$ cat src/rtl/id_ex_stage_pkg.sv
// id_ex_stage_pkg: opcode encodings shared by the decode/execute boundary
// and a helper that tells whether an opcode reads its rt operand.
package id_ex_stage_pkg;

  localparam int OP_W = 6;

  localparam logic [OP_W-1:0] OP_NOP  = 6'd0;
  localparam logic [OP_W-1:0] OP_ADD  = 6'd1;
  localparam logic [OP_W-1:0] OP_SUB  = 6'd2;
  localparam logic [OP_W-1:0] OP_LW   = 6'd3;
  localparam logic [OP_W-1:0] OP_SW   = 6'd4;
  localparam logic [OP_W-1:0] OP_ADDI = 6'd5;

  // Register-register ALU ops and stores consume rt; immediates and loads do not.
  function automatic logic uses_rt(input logic [OP_W-1:0] op);
    case (op)
      OP_ADD, OP_SUB, OP_SW: return 1'b1;
      default:               return 1'b0;
    endcase
  endfunction

endpackage

$ cat src/rtl/id_ex_stage_hazard_detect.sv
// hazard_detect: purely combinational load-use detector. Flags an ID-stage
// instruction that needs a value still being loaded by the EX-stage
// instruction. Register index 0 is hard-wired and never creates a hazard.
// Written against generic ex/id fields so the IF/ID stage can reuse it.
module hazard_detect
  import id_ex_stage_pkg::*;
#(
  parameter int REG_W = 5
) (
  input  logic             ex_valid_i,
  input  logic             ex_mem_read_i,
  input  logic [REG_W-1:0] ex_dest_i,
  input  logic             id_valid_i,
  input  logic [OP_W-1:0]  id_op_code_i,
  input  logic [REG_W-1:0] id_rs_i,
  input  logic [REG_W-1:0] id_rt_i,
  output logic             load_use_o
);

  logic rs_match_s;
  logic rt_match_s;
  logic ex_load_s;

  // Compare the pending load destination against the sources ID will read.
  always_comb begin
    ex_load_s  = ex_valid_i & ex_mem_read_i & (ex_dest_i != '0);
    rs_match_s = (ex_dest_i == id_rs_i);
    rt_match_s = uses_rt(id_op_code_i) & (ex_dest_i == id_rt_i);
    load_use_o = ex_load_s & id_valid_i & (rs_match_s | rt_match_s);
  end

endmodule

$ cat src/rtl/id_ex_stage.sv
// id_ex_stage: ID/EX pipeline register with load-use bubble insertion,
// downstream hold and branch flush (a flush seen while held is remembered
// and applied on the first unheld edge).
// Optional build macro: HAZARD_STATS_EN adds the saturating lu_bubble_cnt.
module id_ex_stage
  import id_ex_stage_pkg::*;
#(
  parameter int DATA_W = 32,
  parameter int REG_W  = 5
) (
  input  logic              clk,
  input  logic              rst_n,
  input  logic              id_valid,
  input  logic [5:0]        id_op_code,
  input  logic [REG_W-1:0]  id_rs,
  input  logic [REG_W-1:0]  id_rt,
  input  logic [REG_W-1:0]  id_dest,
  input  logic              id_reg_write,
  input  logic              id_mem_read,
  input  logic [DATA_W-1:0] id_arg1,
  input  logic [DATA_W-1:0] id_arg2,
  input  logic [DATA_W-1:0] id_store_val,
  input  logic              ex_hold,
  input  logic              flush,
  output logic              stall_id,
  output logic              ex_valid,
  output logic              ex_reg_write,
  output logic              ex_mem_read,
  output logic [5:0]        ex_op_code,
  output logic [REG_W-1:0]  ex_rs,
  output logic [REG_W-1:0]  ex_rt,
  output logic [REG_W-1:0]  ex_dest,
  output logic [DATA_W-1:0] ex_arg1,
  output logic [DATA_W-1:0] ex_arg2,
  output logic [DATA_W-1:0] ex_store_val
`ifdef HAZARD_STATS_EN
  ,
  output logic [15:0]       lu_bubble_cnt
`endif
);

  logic              valid_q, valid_d;
  logic              reg_write_q, reg_write_d;
  logic              mem_read_q, mem_read_d;
  logic [5:0]        op_code_q, op_code_d;
  logic [REG_W-1:0]  rs_q, rs_d, rt_q, rt_d, dest_q, dest_d;
  logic [DATA_W-1:0] arg1_q, arg1_d, arg2_q, arg2_d, store_val_q, store_val_d;
  logic              flush_pend_q, flush_pend_d;
  logic              flush_eff_s;
  logic              load_use_s;

  hazard_detect #(.REG_W(REG_W)) u_hazard_detect (
    .ex_valid_i    (valid_q),
    .ex_mem_read_i (mem_read_q),
    .ex_dest_i     (dest_q),
    .id_valid_i    (id_valid),
    .id_op_code_i  (id_op_code),
    .id_rs_i       (id_rs),
    .id_rt_i       (id_rt),
    .load_use_o    (load_use_s)
  );

  // Flush bookkeeping and the ID stall request (flush cancels the stall).
  always_comb begin
    flush_eff_s  = flush | flush_pend_q;
    flush_pend_d = ex_hold ? (flush_pend_q | flush) : 1'b0;
    stall_id     = ex_hold | (load_use_s & ~flush_eff_s);
  end

  // Next EX contents: hold, bubble (flush or load-use), or capture ID.
  always_comb begin
    valid_d     = valid_q;
    reg_write_d = reg_write_q;
    mem_read_d  = mem_read_q;
    op_code_d   = op_code_q;
    rs_d        = rs_q;
    rt_d        = rt_q;
    dest_d      = dest_q;
    arg1_d      = arg1_q;
    arg2_d      = arg2_q;
    store_val_d = store_val_q;
    if (ex_hold) begin
      valid_d = valid_q;
    end else if (flush_eff_s | load_use_s) begin
      valid_d     = 1'b0;
      reg_write_d = 1'b0;
      mem_read_d  = 1'b0;
      op_code_d   = OP_NOP;
      rs_d        = '0;
      rt_d        = '0;
      dest_d      = '0;
      arg1_d      = '0;
      arg2_d      = '0;
      store_val_d = '0;
    end else begin
      valid_d     = id_valid;
      reg_write_d = id_reg_write;
      mem_read_d  = id_mem_read;
      op_code_d   = id_op_code;
      rs_d        = id_rs;
      rt_d        = id_rt;
      dest_d      = id_dest;
      arg1_d      = id_arg1;
      arg2_d      = id_arg2;
      store_val_d = id_store_val;
    end
  end

  // Pipeline register and pending-flush flag.
  always_ff @(posedge clk or negedge rst_n) begin
    if (!rst_n) begin
      valid_q      <= 1'b0;
      reg_write_q  <= 1'b0;
      mem_read_q   <= 1'b0;
      op_code_q    <= OP_NOP;
      rs_q         <= '0;
      rt_q         <= '0;
      dest_q       <= '0;
      arg1_q       <= '0;
      arg2_q       <= '0;
      store_val_q  <= '0;
      flush_pend_q <= 1'b0;
    end else begin
      valid_q      <= valid_d;
      reg_write_q  <= reg_write_d;
      mem_read_q   <= mem_read_d;
      op_code_q    <= op_code_d;
      rs_q         <= rs_d;
      rt_q         <= rt_d;
      dest_q       <= dest_d;
      arg1_q       <= arg1_d;
      arg2_q       <= arg2_d;
      store_val_q  <= store_val_d;
      flush_pend_q <= flush_pend_d;
    end
  end

  assign ex_valid     = valid_q;
  assign ex_reg_write = reg_write_q;
  assign ex_mem_read  = mem_read_q;
  assign ex_op_code   = op_code_q;
  assign ex_rs        = rs_q;
  assign ex_rt        = rt_q;
  assign ex_dest      = dest_q;
  assign ex_arg1      = arg1_q;
  assign ex_arg2      = arg2_q;
  assign ex_store_val = store_val_q;

`ifdef HAZARD_STATS_EN
  logic [15:0] cnt_q, cnt_d;

  // Count edges where a load-use bubble is actually loaded; saturate.
  always_comb begin
    cnt_d = cnt_q;
    if (!ex_hold && !flush_eff_s && load_use_s && (cnt_q != 16'hFFFF)) begin
      cnt_d = cnt_q + 16'd1;
    end else begin
      cnt_d = cnt_q;
    end
  end

  // Bubble counter register, cleared only by reset.
  always_ff @(posedge clk or negedge rst_n) begin
    if (!rst_n) begin
      cnt_q <= 16'd0;
    end else begin
      cnt_q <= cnt_d;
    end
  end

  assign lu_bubble_cnt = cnt_q;
`endif

endmodule

$ cat config.mk
export PLATFORM = sky130hd
export DESIGN_NAME = id_ex_stage
export DESIGN_NICKNAME = d
export VERILOG_FILES = /design/src/rtl/id_ex_stage_pkg.sv /design/src/rtl/id_ex_stage_hazard_detect.sv /design/src/rtl/id_ex_stage.sv
export SDC_FILE = /design/constraint.sdc
export NUM_CORES = 1
export LEC_CHECK = 0
export CAP_MARGIN = 5
export CORE_AREA = 2 2 114 116
export DETAILED_ROUTE_END_ITERATION = 6
export DIE_AREA = 0 0 116 118
export GPL_ROUTABILITY_DRIVEN = 0
export GPL_TIMING_DRIVEN = 0
export PLACE_DENSITY = 0.9
export SETUP_SLACK_MARGIN = 0.1
export SYNTH_ARGS = -nofsm -noshare
export SYNTH_HDL_FRONTEND = slang
export SYNTH_SLANG_ARGS = --single-unit
$ cat constraint.sdc
create_clock -name clk -period 5.2 [get_ports clk]
set_input_delay 1.04 -clock clk [delete_from_list [all_inputs] [get_ports clk]]
set_output_delay 1.04 -clock clk [all_outputs]
set_load 0.02 [all_outputs]
==> flow_metrics.env <==
export IMPL_synth_cells=563
export IMPL_cts_root_buf="clkbuf_16"
export IMPL_path_buf_inv=2
export IMPL_gr_usage_met1_pct=30.5
export IMPL_grt_ovfl_total=0
export IMPL_ff_latch_area_um2=3030
export IMPL_synthArstFlopShare_pct=100
export IMPL_synth_distinct_cells=26
export IMPL_setup_viol=0
export IMPL_grt_pass1_wl_um=27200
export IMPL_grtUsageMet3_pct=7.88
export IMPL_p_leak_nw=3.69
export IMPL_hp_start="ex_arg1[24]"
export IMPL_drv_slew=0
export IMPL_ir_drop_v=0.000171
export IMPL_path_class="input port to primary output"
export IMPL_gr_usage_met2_pct=42.1
export IMPL_insertion_delay_ns=0.42
export IMPL_holdPathStages=2
export IMPL_busiest_layer="met2"
export IMPL_die_x_um=116
export IMPL_vias_per_cell=5.19
export IMPL_synth_top_cell_by_area="dfrtp_1"
export IMPL_port_buffers=243
export IMPL_cp_start_kind="input port"
export IMPL_postCtsSetupRepairBufs=0
export IMPL_grt_pass1_vias=5252
export IMPL_synth_area_um2=5480
export IMPL_fillers=912
export IMPL_cp_top_family="buffers and inverters"
export IMPL_power_density_nw_per_um2=326
export IMPL_end_kind="primary output"
export IMPL_finalCriticalPeriod_ns=4.14
export IMPL_wl_per_cell_um=17.2
export IMPL_synth_fp_nets=687
export IMPL_final_cells=1011
export IMPL_rr_worst_depth=6
export IMPL_clock_sinks=121
export IMPL_p_total_mw=2.87
export IMPL_ys_flop_type="dfrtp_1"
export IMPL_antenna_found_initial=0
export IMPL_clockBufferDepth=2
export IMPL_crit_required_ns=4.16
export IMPL_cp_common_cell="clkdlybuf4s50_1"
export IMPL_dieArea_um2=13700
export IMPL_initial_core_util_pct=44.2
export IMPL_syn_to_final_growth_pct=61.0
export IMPL_crit_cells=6
export IMPL_hold_viol=0
export IMPL_avgSynthCellArea_um2=9.74
export IMPL_drc=0
export IMPL_fin_crit_sh_pct=79.6
export IMPL_antenna_cells=0
export IMPL_yosys_register_bits=121
export IMPL_worst_pin_slew_ns=0.710
export IMPL_max_stage_delay_ns=0.63
export IMPL_synth_common_cells="nand2_1, dfrtp_1, o31ai_1"
export IMPL_synth_most_common_cell="nand2_1"
export IMPL_critPathMaxFanout=3
export IMPL_die_y_um=118
export IMPL_gr_usage_all_layers_pct=25.4
export IMPL_num_rows=41
export IMPL_arrival_ns=3.10
export IMPL_ys_warn_count=0
export IMPL_finalNetCount=950
export IMPL_synth_top_cell_area_share_pct=55.2
export IMPL_crit_path_top_delay_cell="clkdlybuf4s50_1"
export IMPL_dpl_cell_count=979
export IMPL_cts_hold_buf=0
export IMPL_hp_class="register to register"
export IMPL_pin_count=245
export IMPL_cts_max_level=4
export IMPL_grt_max_degree=69
export IMPL_numCtsBuffers=17
export IMPL_cts_tree="built"
export IMPL_r2r_start="flush_pend_q"
export IMPL_cts_resized=0
export IMPL_ys_seq_area_share_pct=55.2
export IMPL_firstDrtPassIters=5
export IMPL_vias=5248
export IMPL_synth_area_leaders="dfrtp_1, nand2_1, o31ai_1"
export IMPL_path_cells="clkdlybuf4s50_1 -> a2111oi_0 -> and3_1 -> nand4_1 -> nand3_1 -> clkdlybuf4s50_1"
export IMPL_multi_input_area_um2=2190
export IMPL_status="finished clean"
export IMPL_fmax_mhz=242
export IMPL_wl_um=17400
export IMPL_ant_nets=0
export IMPL_drtIter0Drc=474
export IMPL_rsz0062_at_grt="no"
export IMPL_drv_cap=0
export IMPL_core_area_um2=12400
export IMPL_finClkSkew_ns=0.00903
export IMPL_r2r_setup_slack_ns=3.08
export IMPL_holdPathEnd="ex_arg1[24]"
export IMPL_r2r_end="ex_store_val[9]"
export IMPL_drive_above_1_share_pct=10.5
export IMPL_post_dp_hpwl_um=12600
export IMPL_clk_pin_slew_ns=0.05
export IMPL_synth_edf_count=0
export IMPL_slew_headroom_pct=52.7
## kinds of logic (layout without fill, tap and decap cells)
| family | after synthesis | after routing | synth area share [%] |
|---|---|---|---|
| AOI/OAI and AO/OA | 123 | 123 | 20.1 |
| xor gates and xnor gates | 11 | 11 | 1.76 |
| buffers and inverters | 55 | 331 | 4.91 |
| DFF | 121 | 121 | 55.2 |
| and+or+nand+nor | 253 | 253 | 18.0 |
## worst max-delay path by stage
| stage | startpoint | end | slack [ns] |
|---|---|---|---|
| floorplan | flush | stall_id | 2.11 |
| global placement | rst_n | ex_arg2[13] | -1.57 |
| detailed placement | id_op_code[1] | stall_id | 1.06 |
| CTS | id_op_code[1] | stall_id | 1.03 |
| global route | id_op_code[1] | stall_id | 0.95 |
| finish | id_op_code[1] | stall_id | 1.06 |
## area by class of cell
type                       count  share of cell area (%)
buffer                        53                    2.96
clock buffer                  21                    5.10
clock inverter                11                    2.48
inverter                       2                  0.0850
multi-input combinational    387                    24.8
sequential                   121                    34.3
tap                          172                    2.44
timing repair buffer         244                    27.9
## worst min-delay path, stage by stage, from the launching register on
cell and delay (ns):
dfrtp_1 0.34, nand2_1 0.05, o31ai_1 0.05
## stage by stage
stage	hold slack (ns)	setup TNS (ns)	area [um2]	utilization, %	setup slack [ns]
global route	0.501	0	8830	71.1	0.950
CTS	0.481	0	8830	71.1	1.03
detailed placement	0.467	0	8160	65.7	1.06
finish	0.478	0	8830	71.1	1.06
floorplan	0.550	0	5480	-	2.11
global placement	0.463	-188.83	8130	65.5	-1.57
## per-layer routing
metal,routed length (um),vias up
met1,6900,2515
met4,480,0
li1,-,2459
met3,1420,40
met2,8620,234
met5,0,-
## flip-flops by register name, indices dropped and copies added (netlist names), 5 cells and up
register and cells:
ex_rt 5, ex_arg1 32, ex_rs 5, ex_store_val 32, ex_op_code 6, ex_dest 5
ex_arg2 32
## cell usage in the layout (no fill, tap or decap), drive strengths merged
master / instances
or4: 1
nor3: 2
o32ai: 1
clkdlybuf4s50: 242
a2111oi: 1
o31ai: 116
bufinv: 6
nor2: 2
a211oi: 1
and4b: 1
clkinvlp: 1
xor2: 4
and2: 1
nand2: 239
xnor2: 7
dfrtp: 121
o21ai: 3
or2: 1
inv: 2
nand3: 2
nand4: 2
nor4: 1
and3: 1
a21o: 1
buf: 27
clkinv: 4
clkbuf: 49
## power by group
group	total (mW)	switching [mW]	internal [mW]	leakage [nW]
Combinational	0.483	0.234	0.248	1.76
Sequential	1.05	0.0425	1.01	1.61
Clock	1.34	0.427	0.913	0.321
(Power assumes the default switching activity.)
